**src/rtl/inst_fetch_queue_pkg.sv**
```systemverilog
// Shared types and constants for the dual-issue instruction fetch queue.
// An entry is one {pc, inst} pair packed into a 64-bit word.
package inst_fetch_queue_pkg;

    localparam int IFQ_DEPTH = 8;
    localparam int INST_ADDR_W = 32;
    localparam int INST_W = 32;

    typedef struct packed {
        logic [INST_ADDR_W-1:0] pc;
        logic [INST_W-1:0]      inst;
    } ifq_entry_t;

    // Sum of two one-bit valid flags (0, 1 or 2).
    function automatic logic [1:0] slot_count(input logic a, input logic b);
        slot_count = {1'b0, a} + {1'b0, b};
    endfunction

endpackage

```
**src/rtl/inst_fetch_queue.sv**
```systemverilog
// Circular instruction buffer between fetch and decode. Accepts up to two pairs
// per cycle, presents the two oldest to decode, and flushes in one cycle.
module inst_fetch_queue
    import inst_fetch_queue_pkg::*;
#(
    parameter int DEPTH = IFQ_DEPTH,
    parameter int PTR_W = $clog2(DEPTH)
) (
    input  logic                   clk,
    input  logic                   rst,
    input  logic                   flush,
    input  logic                   push_valid_1,
    input  logic [INST_ADDR_W-1:0] push_pc_1,
    input  logic [INST_W-1:0]      push_inst_1,
    input  logic                   push_valid_2,
    input  logic [INST_ADDR_W-1:0] push_pc_2,
    input  logic [INST_W-1:0]      push_inst_2,
    input  logic                   id_stall,
    output logic                   full_o,
    output logic                   id_valid_1,
    output logic [INST_ADDR_W-1:0] id_pc_1,
    output logic [INST_W-1:0]      id_inst_1,
    output logic                   id_valid_2,
    output logic [INST_ADDR_W-1:0] id_pc_2,
    output logic [INST_W-1:0]      id_inst_2
);

    localparam logic [PTR_W:0]   FULL_THRESH = (PTR_W + 1)'(DEPTH - 2);
    localparam logic [PTR_W:0]   CNT_ONE     = (PTR_W + 1)'(1);
    localparam logic [PTR_W:0]   CNT_TWO     = (PTR_W + 1)'(2);
    localparam logic [PTR_W-1:0] PTR_ONE     = PTR_W'(1);

    ifq_entry_t       mem_r [DEPTH];
    logic [PTR_W-1:0] head_r;
    logic [PTR_W-1:0] tail_r;
    logic [PTR_W:0]   count_r;

    logic             full_s;
    logic             valid_1_s;
    logic             valid_2_s;
    logic [PTR_W-1:0] head_1_s;
    logic [PTR_W-1:0] tail_1_s;
    logic             wr_1_en_s;
    logic             wr_2_en_s;
    logic [PTR_W-1:0] wr_2_ptr_s;
    logic [1:0]       push_n_s;
    logic [1:0]       pop_n_s;

    // Occupancy flags; gated by rst so outputs read empty before the first edge.
    always_comb begin
        full_s    = 1'b0;
        valid_1_s = 1'b0;
        valid_2_s = 1'b0;
        if (rst) begin
            full_s    = 1'b0;
            valid_1_s = 1'b0;
            valid_2_s = 1'b0;
        end else begin
            full_s    = (count_r > FULL_THRESH);
            valid_1_s = (count_r >= CNT_ONE);
            valid_2_s = (count_r >= CNT_TWO);
        end
    end

    assign full_o   = full_s;
    assign head_1_s = head_r + PTR_ONE;
    assign tail_1_s = tail_r + PTR_ONE;

    // Decode-side view of the two oldest entries; invalid slots read as zero.
    always_comb begin
        id_valid_1 = valid_1_s;
        id_valid_2 = valid_2_s;
        id_pc_1    = 32'h0000_0000;
        id_inst_1  = 32'h0000_0000;
        id_pc_2    = 32'h0000_0000;
        id_inst_2  = 32'h0000_0000;
        if (valid_1_s) begin
            id_pc_1   = mem_r[head_r].pc;
            id_inst_1 = mem_r[head_r].inst;
        end else begin
            id_pc_1   = 32'h0000_0000;
            id_inst_1 = 32'h0000_0000;
        end
        if (valid_2_s) begin
            id_pc_2   = mem_r[head_1_s].pc;
            id_inst_2 = mem_r[head_1_s].inst;
        end else begin
            id_pc_2   = 32'h0000_0000;
            id_inst_2 = 32'h0000_0000;
        end
    end

    // Push acceptance with compaction: slot 2 lands at tail when slot 1 is empty.
    always_comb begin
        wr_1_en_s  = 1'b0;
        wr_2_en_s  = 1'b0;
        wr_2_ptr_s = tail_r;
        if (!full_s && !flush) begin
            wr_1_en_s = push_valid_1;
            wr_2_en_s = push_valid_2;
        end else begin
            wr_1_en_s = 1'b0;
            wr_2_en_s = 1'b0;
        end
        if (push_valid_1) begin
            wr_2_ptr_s = tail_1_s;
        end else begin
            wr_2_ptr_s = tail_r;
        end
        push_n_s = slot_count(wr_1_en_s, wr_2_en_s);
    end

    // Decode consumes every valid slot unless stalled or flushing.
    always_comb begin
        pop_n_s = 2'd0;
        if (!id_stall && !flush) begin
            pop_n_s = slot_count(valid_1_s, valid_2_s);
        end else begin
            pop_n_s = 2'd0;
        end
    end

    // Entry storage; contents are deliberately left untouched by reset and flush.
    always_ff @(posedge clk) begin
        if (!rst && wr_1_en_s) begin
            mem_r[tail_r] <= '{pc: push_pc_1, inst: push_inst_1};
        end
        if (!rst && wr_2_en_s) begin
            mem_r[wr_2_ptr_s] <= '{pc: push_pc_2, inst: push_inst_2};
        end
    end

    // Pointer and occupancy update: rst over flush over push/pop.
    always_ff @(posedge clk) begin
        if (rst) begin
            head_r  <= '0;
            tail_r  <= '0;
            count_r <= '0;
        end else if (flush) begin
            head_r  <= '0;
            tail_r  <= '0;
            count_r <= '0;
        end else begin
            head_r  <= head_r + PTR_W'(pop_n_s);
            tail_r  <= tail_r + PTR_W'(push_n_s);
            count_r <= count_r + (PTR_W + 1)'(push_n_s) - (PTR_W + 1)'(pop_n_s);
        end
    end

endmodule

```
**config.mk**
```make
export PLATFORM = sky130hd
export DESIGN_NAME = inst_fetch_queue
export DESIGN_NICKNAME = d
export VERILOG_FILES = /design/src/rtl/inst_fetch_queue_pkg.sv /design/src/rtl/inst_fetch_queue.sv
export SDC_FILE = /design/constraint.sdc
export NUM_CORES = 1
export LEC_CHECK = 0
export BUFFER_PORTS_ARGS = -buffer_cell sky130_fd_sc_hd__buf_4
export CAP_MARGIN = 20
export CORE_MARGIN = 3
export CORE_UTILIZATION = 65
export DETAILED_ROUTE_END_ITERATION = 8
export PLACE_DENSITY = 0.86
export SYNTH_ARGS = -nofsm -noshare
export SYNTH_HDL_FRONTEND = slang
export SYNTH_SLANG_ARGS = --single-unit
```
**constraint.sdc**
```tcl
create_clock -name clk -period 11 [get_ports clk]
set_clock_uncertainty 0.15 [all_clocks]
set_input_delay 0.55 -clock clk [delete_from_list [all_inputs] [get_ports clk]]
set_output_delay 0.55 -clock clk [all_outputs]
set_load 0.02 [all_outputs]
```
==> results.yml, run 1 <==
run_status:
  status: "finished clean"
logic_synthesis:
  netlist_top_cells_area: "edfxtp_1 (51%), mux4_2 (19%), mux2_2 (15%)"
  yosysMostFrequentCell: "edfxtp_1"
  ys_top_cells_by_count: "edfxtp_1 (512), mux2_2 (398), mux4_2 (256), nand2_1 (134), mux2_1 (105)"
  synth.top_cell.area_share: 0.506
  synth-async-reset-ratio: 0
  synth_cells: 1854
  synth_seq_cells: 522
  synth-edff-count: 512
  synth_ff_type: "edfxtp_1"
  synth_fp_nets: 2004
  synth_top_area_cell: "edfxtp_1"
  yosysWarnings: 0
  seq_area_frac_synth: 0.513
  yosysUniqueCellTypes: 37
  syn_area_um2: 30400
  synth.avg_cell_area_um2: 16.4
setup_path:
  crit_path_max_incr_delay_ns: 0.79
  path_buf_inv: 3
  cpMaxStageDelayCell: "buf_4"
  worstPathCellList: "ha_4 -> buf_4 -> buf_4 -> mux4_2 -> nand2_1 -> a21oi_1 -> buf_4"
  r2r_slack_ns: 6.91
  crit_top_cell: "buf_4"
  r2r-start: "count_r[3]"
  worstSetupStartpointType: "flip-flop"
  crit_path_end_kind: "primary output"
  crit_fanout: 52
  critPathLaunch: "head_r[0]"
  crit_type: "flip-flop to primary output"
  crit_arrival_ns: 4.54
  critPathTopFamily: "buffers and inverters"
  required_ns: 10.30
clock_tree:
  post_cts_buffers: 0
  cts_root_buffer: "clkbuf_16"
  clkTransAtPathRegs_ns: 0.06
  h-tree-depth: 2
  cts_tree: "built"
  cts.repair.resized: 0
  cts.sinks: 522
  clockBufferDepth: 3
  clk_latency_ns: 0.61
  numCtsBuffers: 55
  cts_hold_buf: 0
cells_and_area:
  syn_to_final_growth_pct: 13.2
  fillers: 2675
  post-route-util: 0.751
  fin_nets: 2211
  multi_input_area_um2: 14100
  regArea_um2: 15600
  final_cells: 2706
  drive_gt1_frac: 0.502
power_and_ir_drop:
  totalPowerFinal_mw: 4.59
  vdd_drop_max_uv: 135
  p_seq_frac: 0.488
  p_per_area_nw_per_um2: 133
  p_comb_frac: 0.131
  p_int_mw: 3.47
  power_leakage_nw: 11.4
  p_sw_frac: 0.243
  clock_power_share: 0.382
  power.switching_mw: 1.11
route:
  drt_iter0_drc: 1956
  wire_per_inst_um: 30.2
  vias_per_cell: 7.07
  drc: 0
  routed_wl_um: 81600
  ant_nets: 0
  num_vias: 19100
  drt-pass1-iter-count: 5
placement:
  io_buffers: 264
  place_congestion: 0.806
  dp_hpwl_um: 46000
  place_inst: 2604
timing:
  totalNegativeSetupSlack_ns: 0
  rsz0062_at_grt: "false"
  setup_violations: 0
  max_freq_mhz: 191
  slew_headroom: 0.243
  finalHoldViolations: 0
  final_max_slew_viol_count: 0
  period_share: 0.476
  tightest_slew_ns: 1.14
  period_minus_slack_ns: 5.24
worst_hold_path:
  hold_path_class: "input pin to flip-flop"
  min_from: "push_inst_2[17]"
floorplan:
  start_util: 0.664
  row_count: 78
  die-area_um2: 49400
  core_um2: 45800
  die_x_um: 222
  num_io_pins: 265
  die_h_um: 222
grt:
  grt-ovfl-total: 0
  grt_usage: 0.331
  grt_antenna_before_repair: 13
  grt_pass1_wl_um: 124000
  grt_max_degree: 66
  grt_pass1_vias: 20200
run:
  max-cap-violations: 0
## cells in the final DEF, fill, tap and decap left out, types with 16 or more instances in the layout
| cell | instances |
|---|---|
| nand2_1 | 130 |
| a21oi_1 | 65 |
| edfxtp_1 | 512 |
| mux2_2 | 398 |
| buf_4 | 296 |
| clkbuf_16 | 57 |
| inv_1 | 16 |
| mux4_2 | 256 |
| nor2_1 | 75 |
| mux2_1 | 105 |
| mux2i_1 | 64 |
## metrics by stage
step / setup WS (ns) / hold WS [ns] / instance area (um^2)
2_1_floorplan: 4.71 / 0.414 / 30400
3_3_place_gp: 6.54 / 0.451 / 32700
3_5_place_dp: 6.45 / 0.502 / 32700
4_1_cts: 5.80 / 0.112 / 34400
5_1_grt: 5.61 / 0.128 / 34400
6_report: 5.76 / 0.134 / 34400
## kinds of logic after synthesis
logic type,Yosys count,share of synthesized area
buf+inv,163,0.0293
mux,832,0.402
flops,522,0.513
fa+ha+maj,16,0.00758
compound gates,81,0.0145
simple gates,232,0.0316
xor+xnor,8,0.00231
## flip-flops by register name (all words and copies together), names as in the netlist
register / flops
count_r: 4
mem_r: 512
head_r: 3
tail_r: 3
## path summary, 6_finish.rpt
kind	to	cells after the start
worst max-delay path	id_inst_2[0]	7
worst max register to register	count_r[2]	15
worst min-delay path	mem_r[6][17]	2
worst min register to register	count_r[0]	2
## cell type report
cell class / instances / share of cell area
sequential: 522 / 0.453
multi-input combinational: 1169 / 0.410
timing repair buffer: 297 / 0.0652
clock buffer: 72 / 0.0431
tap: 600 / 0.0218
clock inverter: 24 / 0.00462
inverter: 16 / 0.00175
antenna: 6 / 0.000437
## power by group through the flow
stage / combinational, mW / clock [mW] / sequential, mW
detailed placement: 0.591 / 0 / 2.28
CTS: 0.596 / 1.77 / 2.24
finish: 0.599 / 1.75 / 2.24
global route: 0.636 / 1.84 / 2.24
global placement: 0.576 / 0 / 2.27
floorplan: 0.350 / 0 / 2.27
## metal layers
metal	global-route usage	wire length (um)	share of wire
met5	0	96	0.0012
met4	0.111	2580	0.032
met3	0.0865	8850	0.11
met2	0.547	40800	0.50
met1	0.434	29300	0.36
Power figures use the tool's default switching activity.
==> run 2: changes to the inputs <==
--- a/config.mk
+++ b/config.mk
@@ -8,9 +8,9 @@
 export BUFFER_PORTS_ARGS = -buffer_cell sky130_fd_sc_hd__buf_4
 export CAP_MARGIN = 20
 export CORE_MARGIN = 3
-export CORE_UTILIZATION = 65
+export CORE_UTILIZATION = 61
 export DETAILED_ROUTE_END_ITERATION = 8
-export PLACE_DENSITY = 0.86
+export PLACE_DENSITY = 0.81
 export SYNTH_ARGS = -nofsm -noshare
 export SYNTH_HDL_FRONTEND = slang
 export SYNTH_SLANG_ARGS = --single-unit
==> constraint.sdc (replaced) <==
create_clock -name clk -period 5.3 [get_ports clk]
set_clock_uncertainty 0.15 [all_clocks]
set_input_delay 0.265 -clock clk [delete_from_list [all_inputs] [get_ports clk]]
set_output_delay 0.265 -clock clk [all_outputs]
set_load 0.02 [all_outputs]
==> run 2 against run 1 <==
  * Global-route usage down 1.1 points
  * Setup slack got worse by 4.9 ns
  * Sequential power rose by 110%
  * Total power rose by 110%
  * Utilization decreased by 0.70 points
  * Critical endpoint is now id_inst_2[10]
==> results.yml, run 2 (synthesis gave the netlist of run 1 again) <==
run_status:
  status: "finished clean"
floorplan:
  core_um2: 49100
  die-area_um2: 52500
  row_count: 81
  start_util: 0.619
  num_io_pins: 265
  die_x_um: 229
  die_h_um: 229
timing:
  final_max_slew_viol_count: 0
  slew_headroom: 0.237
  rsz0062_at_grt: "false"
  tightest_slew_ns: 1.14
  period_minus_slack_ns: 4.45
  fin_ws_ns: 0.847
  finalHoldViolations: 0
  setup_violations: 0
  period_share: 0.840
  max_freq_mhz: 225
  totalNegativeSetupSlack_ns: 0
route:
  wire_per_inst_um: 28.3
  drt-pass1-iter-count: 5
  ant_nets: 0
  drc: 0
  routed_wl_um: 84000
  drt_iter0_drc: 2177
  vias_per_cell: 6.75
  num_vias: 20000
power_and_ir_drop:
  power.switching_mw: 2.35
  power_leakage_nw: 12.2
  p_comb_frac: 0.144
  p_sw_frac: 0.246
  p_seq_frac: 0.485
  clock_power_share: 0.371
  p_int_mw: 7.21
  vdd_drop_max_uv: 276
  p_per_area_nw_per_um2: 262
setup_path:
  crit_fanout: 48
  worstSetupStartpointType: "flip-flop"
  crit_path_end_kind: "primary output"
  reg2regPathDepth: 7
  critPathLaunch: "head_r[0]"
  required_ns: 4.89
  r2r-start: "tail_r[1]"
  r2r_end: "mem_r[6][30]"
  crit_type: "flip-flop to primary output"
  crit_arrival_ns: 4.04
  r2r_slack_ns: 1.32
  critPathCapture: "id_inst_2[10]"
grt:
  grt_pass1_vias: 21300
  grt_max_degree: 110
  grt_usage: 0.321
  grt-ovfl-total: 0
  grt_pass1_wl_um: 128000
  grt_antenna_before_repair: 3
placement:
  io_buffers: 264
  dp_hpwl_um: 47900
  pre_cts_slack_ns: 1.47
  place_congestion: 0.809
cells_and_area:
  layout_common_cells: "edfxtp_1 (512), mux2_2 (398), buf_4 (295)"
  final_common_cell: "edfxtp_1"
  fin_nets: 2411
  drive_gt1_frac: 0.463
  fillers: 2958
  syn_to_final_growth_pct: 20.2
  largest_register_ffs: 512
  reg_top3: "mem_r: 512 flops, count_r: 4 flops"
  top_register: "mem_r"
clock_tree:
  clk_latency_ns: 0.60
  cts_hold_buf: 194
  cts_root_buffer: "clkbuf_16"
  cts_tree: "built"
  numCtsBuffers: 55
  clkTransAtPathRegs_ns: 0.06
  h-tree-depth: 2
  cts.sinks: 522
  cts.repair.resized: 0
  post_cts_buffers: 0
  clockBufferDepth: 3
worst_hold_path:
  hold_path_class: "input pin to flip-flop"
run:
  max-cap-violations: 0
-- run 2: cell count changes in the layout (fill, tap and decap cells not counted), sizes merged --
cell         previous run  this run
bufinv                  2         0
clkbuf                 72        71
dlygate4sd3             0       194
diode                   6         3
clkinvlp                1         3
buf                   297       303
clkinv                 21        25
-- run 2: area by class of cell --
class | count | area, um^2 | area share
sequential | 522 | 15600 | 0.427
multi-input combinational | 1169 | 14100 | 0.386
timing repair buffer | 497 | 4330 | 0.119
clock buffer | 71 | 1480 | 0.0405
tap | 664 | 831 | 0.0228
clock inverter | 28 | 131 | 0.00360
inverter | 16 | 60.1 | 0.00164
antenna | 3 | 7.51 | 0.000206
-- run 2: critical path, stage by stage, from the launching register on --
cell and delay [ns]:
dfxtp_4 0.81, buf_4 0.70, buf_4 0.75, mux4_2 0.60, nand2_1 0.08, a21oi_1 0.18
buf_4 0.28
-- run 2: worst min path at each step --
stage | slack [ns] | cells after the start | to | start
floorplan | 0.32 | 1 | mem_r[0][22] | push_inst_1[22]
global placement | 0.44 | 2 | tail_r[2] | tail_r[2]
detailed placement | 0.46 | 2 | tail_r[2] | tail_r[2]
CTS | 0.1 | 4 | head_r[0] | id_stall
global route | 0.13 | 4 | head_r[0] | id_stall
finish | 0.12 | 4 | head_r[0] | id_stall
-- run 2: stage by stage --
stage / hold slack (ns) / utilization / cells / area [um^2] / total power [mW]
2_1_floorplan: 0.316 / - / 1854 / 30400 / 5.44
3_3_place_gp: 0.439 / 0.670 / 2670 / 32900 / 5.93
3_5_place_dp: 0.456 / 0.671 / 2673 / 32900 / 5.96
4_1_cts: 0.0989 / 0.744 / 2966 / 36500 / 9.56
5_1_grt: 0.134 / 0.744 / 2968 / 36500 / 9.83
6_report: 0.118 / 0.744 / 2970 / 36500 / 9.56
-- run 2: per-layer routing --
metal / routed length (um) / vias to the layer above / GRT usage
li1: - / 8327 / -
met1: 31800 / 10400 / 0.433
met2: 41200 / 1163 / 0.525
met3: 8540 / 188 / 0.0693
met4: 2470 / 4 / 0.107
met5: 27 / - / 0
-- run 2: power groups by stage --
stage	registers [mW]	logic, mW	clock network [mW]
after floorplan	4.72	0.725	0
after global placement	4.72	1.20	0
after detailed placement	4.73	1.23	0
after CTS	4.64	1.36	3.56
after global routing	4.64	1.46	3.72
final	4.64	1.38	3.54
==> run 3: changes to the inputs <==
--- a/config.mk
+++ b/config.mk
@@ -8,9 +8,9 @@
 export BUFFER_PORTS_ARGS = -buffer_cell sky130_fd_sc_hd__buf_4
 export CAP_MARGIN = 20
 export CORE_MARGIN = 3
-export CORE_UTILIZATION = 61
+export CORE_UTILIZATION = 55
 export DETAILED_ROUTE_END_ITERATION = 8
-export PLACE_DENSITY = 0.81
+export PLACE_DENSITY = 0.77
 export SYNTH_ARGS = -nofsm -noshare
 export SYNTH_HDL_FRONTEND = slang
 export SYNTH_SLANG_ARGS = --single-unit
==> constraint.sdc (replaced) <==
create_clock -name clk -period 4 [get_ports clk]
set_clock_uncertainty 0.15 [all_clocks]
set_input_delay 0.2 -clock clk [delete_from_list [all_inputs] [get_ports clk]]
set_output_delay 0.2 -clock clk [all_outputs]
set_load 0.02 [all_outputs]
==> run 3 against run 2 <==
  * Global-route usage is 2.4 points lower
  * Sequential power is 32% higher
  * Cell area is 0.77% higher
  * Count of clock-buffer cells in the layout is 4 higher
  * Sequential cell count stayed put
  * Die area is 11% higher
  * Utilization is 6.6 points lower
  * Total power is 34% higher
  * Register-to-register slack worse by 0.98 ns
  * Largest power group unchanged
  * Highest routed layer unchanged
==> results.yml, run 3 (synthesis gave the netlist of run 1 again) <==
timing:
  rsz0062_at_grt: "false"
  final_max_slew_viol_count: 0
  slew_headroom: 0.189
  period_minus_slack_ns: 3.66
  fin_ws_ns: 0.342
  setup_violations: 0
  tightest_slew_ns: 1.22
  period_share: 0.915
  finalHoldViolations: 0
  max_freq_mhz: 273
  totalNegativeSetupSlack_ns: 0
setup_path:
  required_ns: 4.21
  crit_fanout: 26
  r2r_slack_ns: 0.34
  crit_type: "flip-flop to flip-flop"
  crit_arrival_ns: 3.87
  crit_path_end_kind: "flip-flop"
  worstSetupStartpointType: "flip-flop"
placement:
  pre_cts_slack_ns: 0.676
  placed_cell_area_um2: 33200
  io_buffers: 264
  place_congestion: 0.815
  dp_hpwl_um: 48100
cells_and_area:
  final_common_cell: "edfxtp_1"
  post-route-util: 0.678
  fin_nets: 2421
  syn_to_final_growth_pct: 21.1
  top_register: "mem_r"
  drive_gt1_frac: 0.463
  largest_register_ffs: 512
  layout_common_cells: "edfxtp_1 (512), mux2_2 (398), buf_4 (294)"
  fillers: 3585
  fin_area_um2: 36800
  reg_top3: "mem_r: 512 flops, count_r: 4 flops"
grt:
  grt_usage: 0.296
  grt_max_degree: 103
  grt-ovfl-total: 0
  grt_pass1_vias: 21100
  grt_pass1_wl_um: 128000
  grt_antenna_before_repair: 10
floorplan:
  die_x_um: 241
  core_um2: 54200
  die-area_um2: 58100
  row_count: 85
  die_h_um: 241
  start_util: 0.560
  num_io_pins: 265
route:
  wire_per_inst_um: 28.5
  drc: 0
  ant_nets: 0
  routed_wl_um: 86000
  num_vias: 20000
  drt_iter0_drc: 1950
  drt-pass1-iter-count: 5
  vias_per_cell: 6.61
power_and_ir_drop:
  totalPowerFinal_mw: 12.8
  vdd_drop_max_uv: 400
  p_per_area_nw_per_um2: 349
  power_leakage_nw: 12.3
worst_hold_path:
  hold_path_class: "input pin to flip-flop"
clock_tree:
  cts.sinks: 522
  clockBufferDepth: 3
  h-tree-depth: 2
  clk_latency_ns: 0.60
  numCtsBuffers: 56
  cts_root_buffer: "clkbuf_16"
  post_cts_buffers: 0
  cts_tree: "built"
  clkTransAtPathRegs_ns: 0.06
run_status:
  status: "finished clean"
run:
  max-cap-violations: 0
-- run 3: per-stage QoR --
stage               hold slack, ns  std cells
floorplan                    0.251       1854
global placement             0.388       2715
detailed placement           0.397       2715
CTS                         0.0151       3009
global route                0.0569       3014
finish                      0.0500       3020
-- run 3: path summary, 6_finish.rpt --
kind | start | endpoint | cells after the start
worst min register to register | tail_r[2] | tail_r[2] | 2
worst max-delay path | tail_r[1] | mem_r[6][15] | 7
worst min-delay path | id_stall | head_r[0] | 4
worst max register to register | tail_r[1] | mem_r[6][15] | 7
-- run 3: final cells by class --
cell class                      count  area, um^2  share of cell area
Tap cell                          696         871              0.0237
Multi-Input combinational cell   1169       14100               0.383
Clock inverter                     25         176             0.00480
Sequential cell                   522       15600               0.424
Inverter                           16        60.1             0.00163
Antenna cell                       11        27.5            0.000748
Timing Repair Buffer              506        4510               0.123
Clock buffer                       75        1470              0.0400
-- run 3: timing repair --
action / in CTS / in global routing
hold endpoints to repair: 522 / 0
hold buffers: 194 / 0
gates resized for setup: 0 / 0
-- run 3: critical path, cell delays in order (launching register included) --
cell and delay (ns):
dfxtp_1 0.51, ha_1 0.23, xnor2_1 0.12, o32ai_1 0.62, nand2_4 0.38, buf_4 0.43, mux2_1 0.38, dlygate4sd3_1 0.58
-- run 3: where the power goes --
group / leakage [nW] / switching [mW] / internal, mW
Combinational: 6.80 / 0.975 / 0.879
Clock: 0.800 / 2.14 / 2.69
Sequential: 4.70 / 0.0384 / 6.10
-- run 3: layer usage --
layer,routed length [um],GRT usage,vias up
li1,-,-,8353
met1,32700,0.403,10300
met2,42600,0.491,1074
met3,8250,0.0586,187
met4,2450,0.0878,8
met5,40,0,-
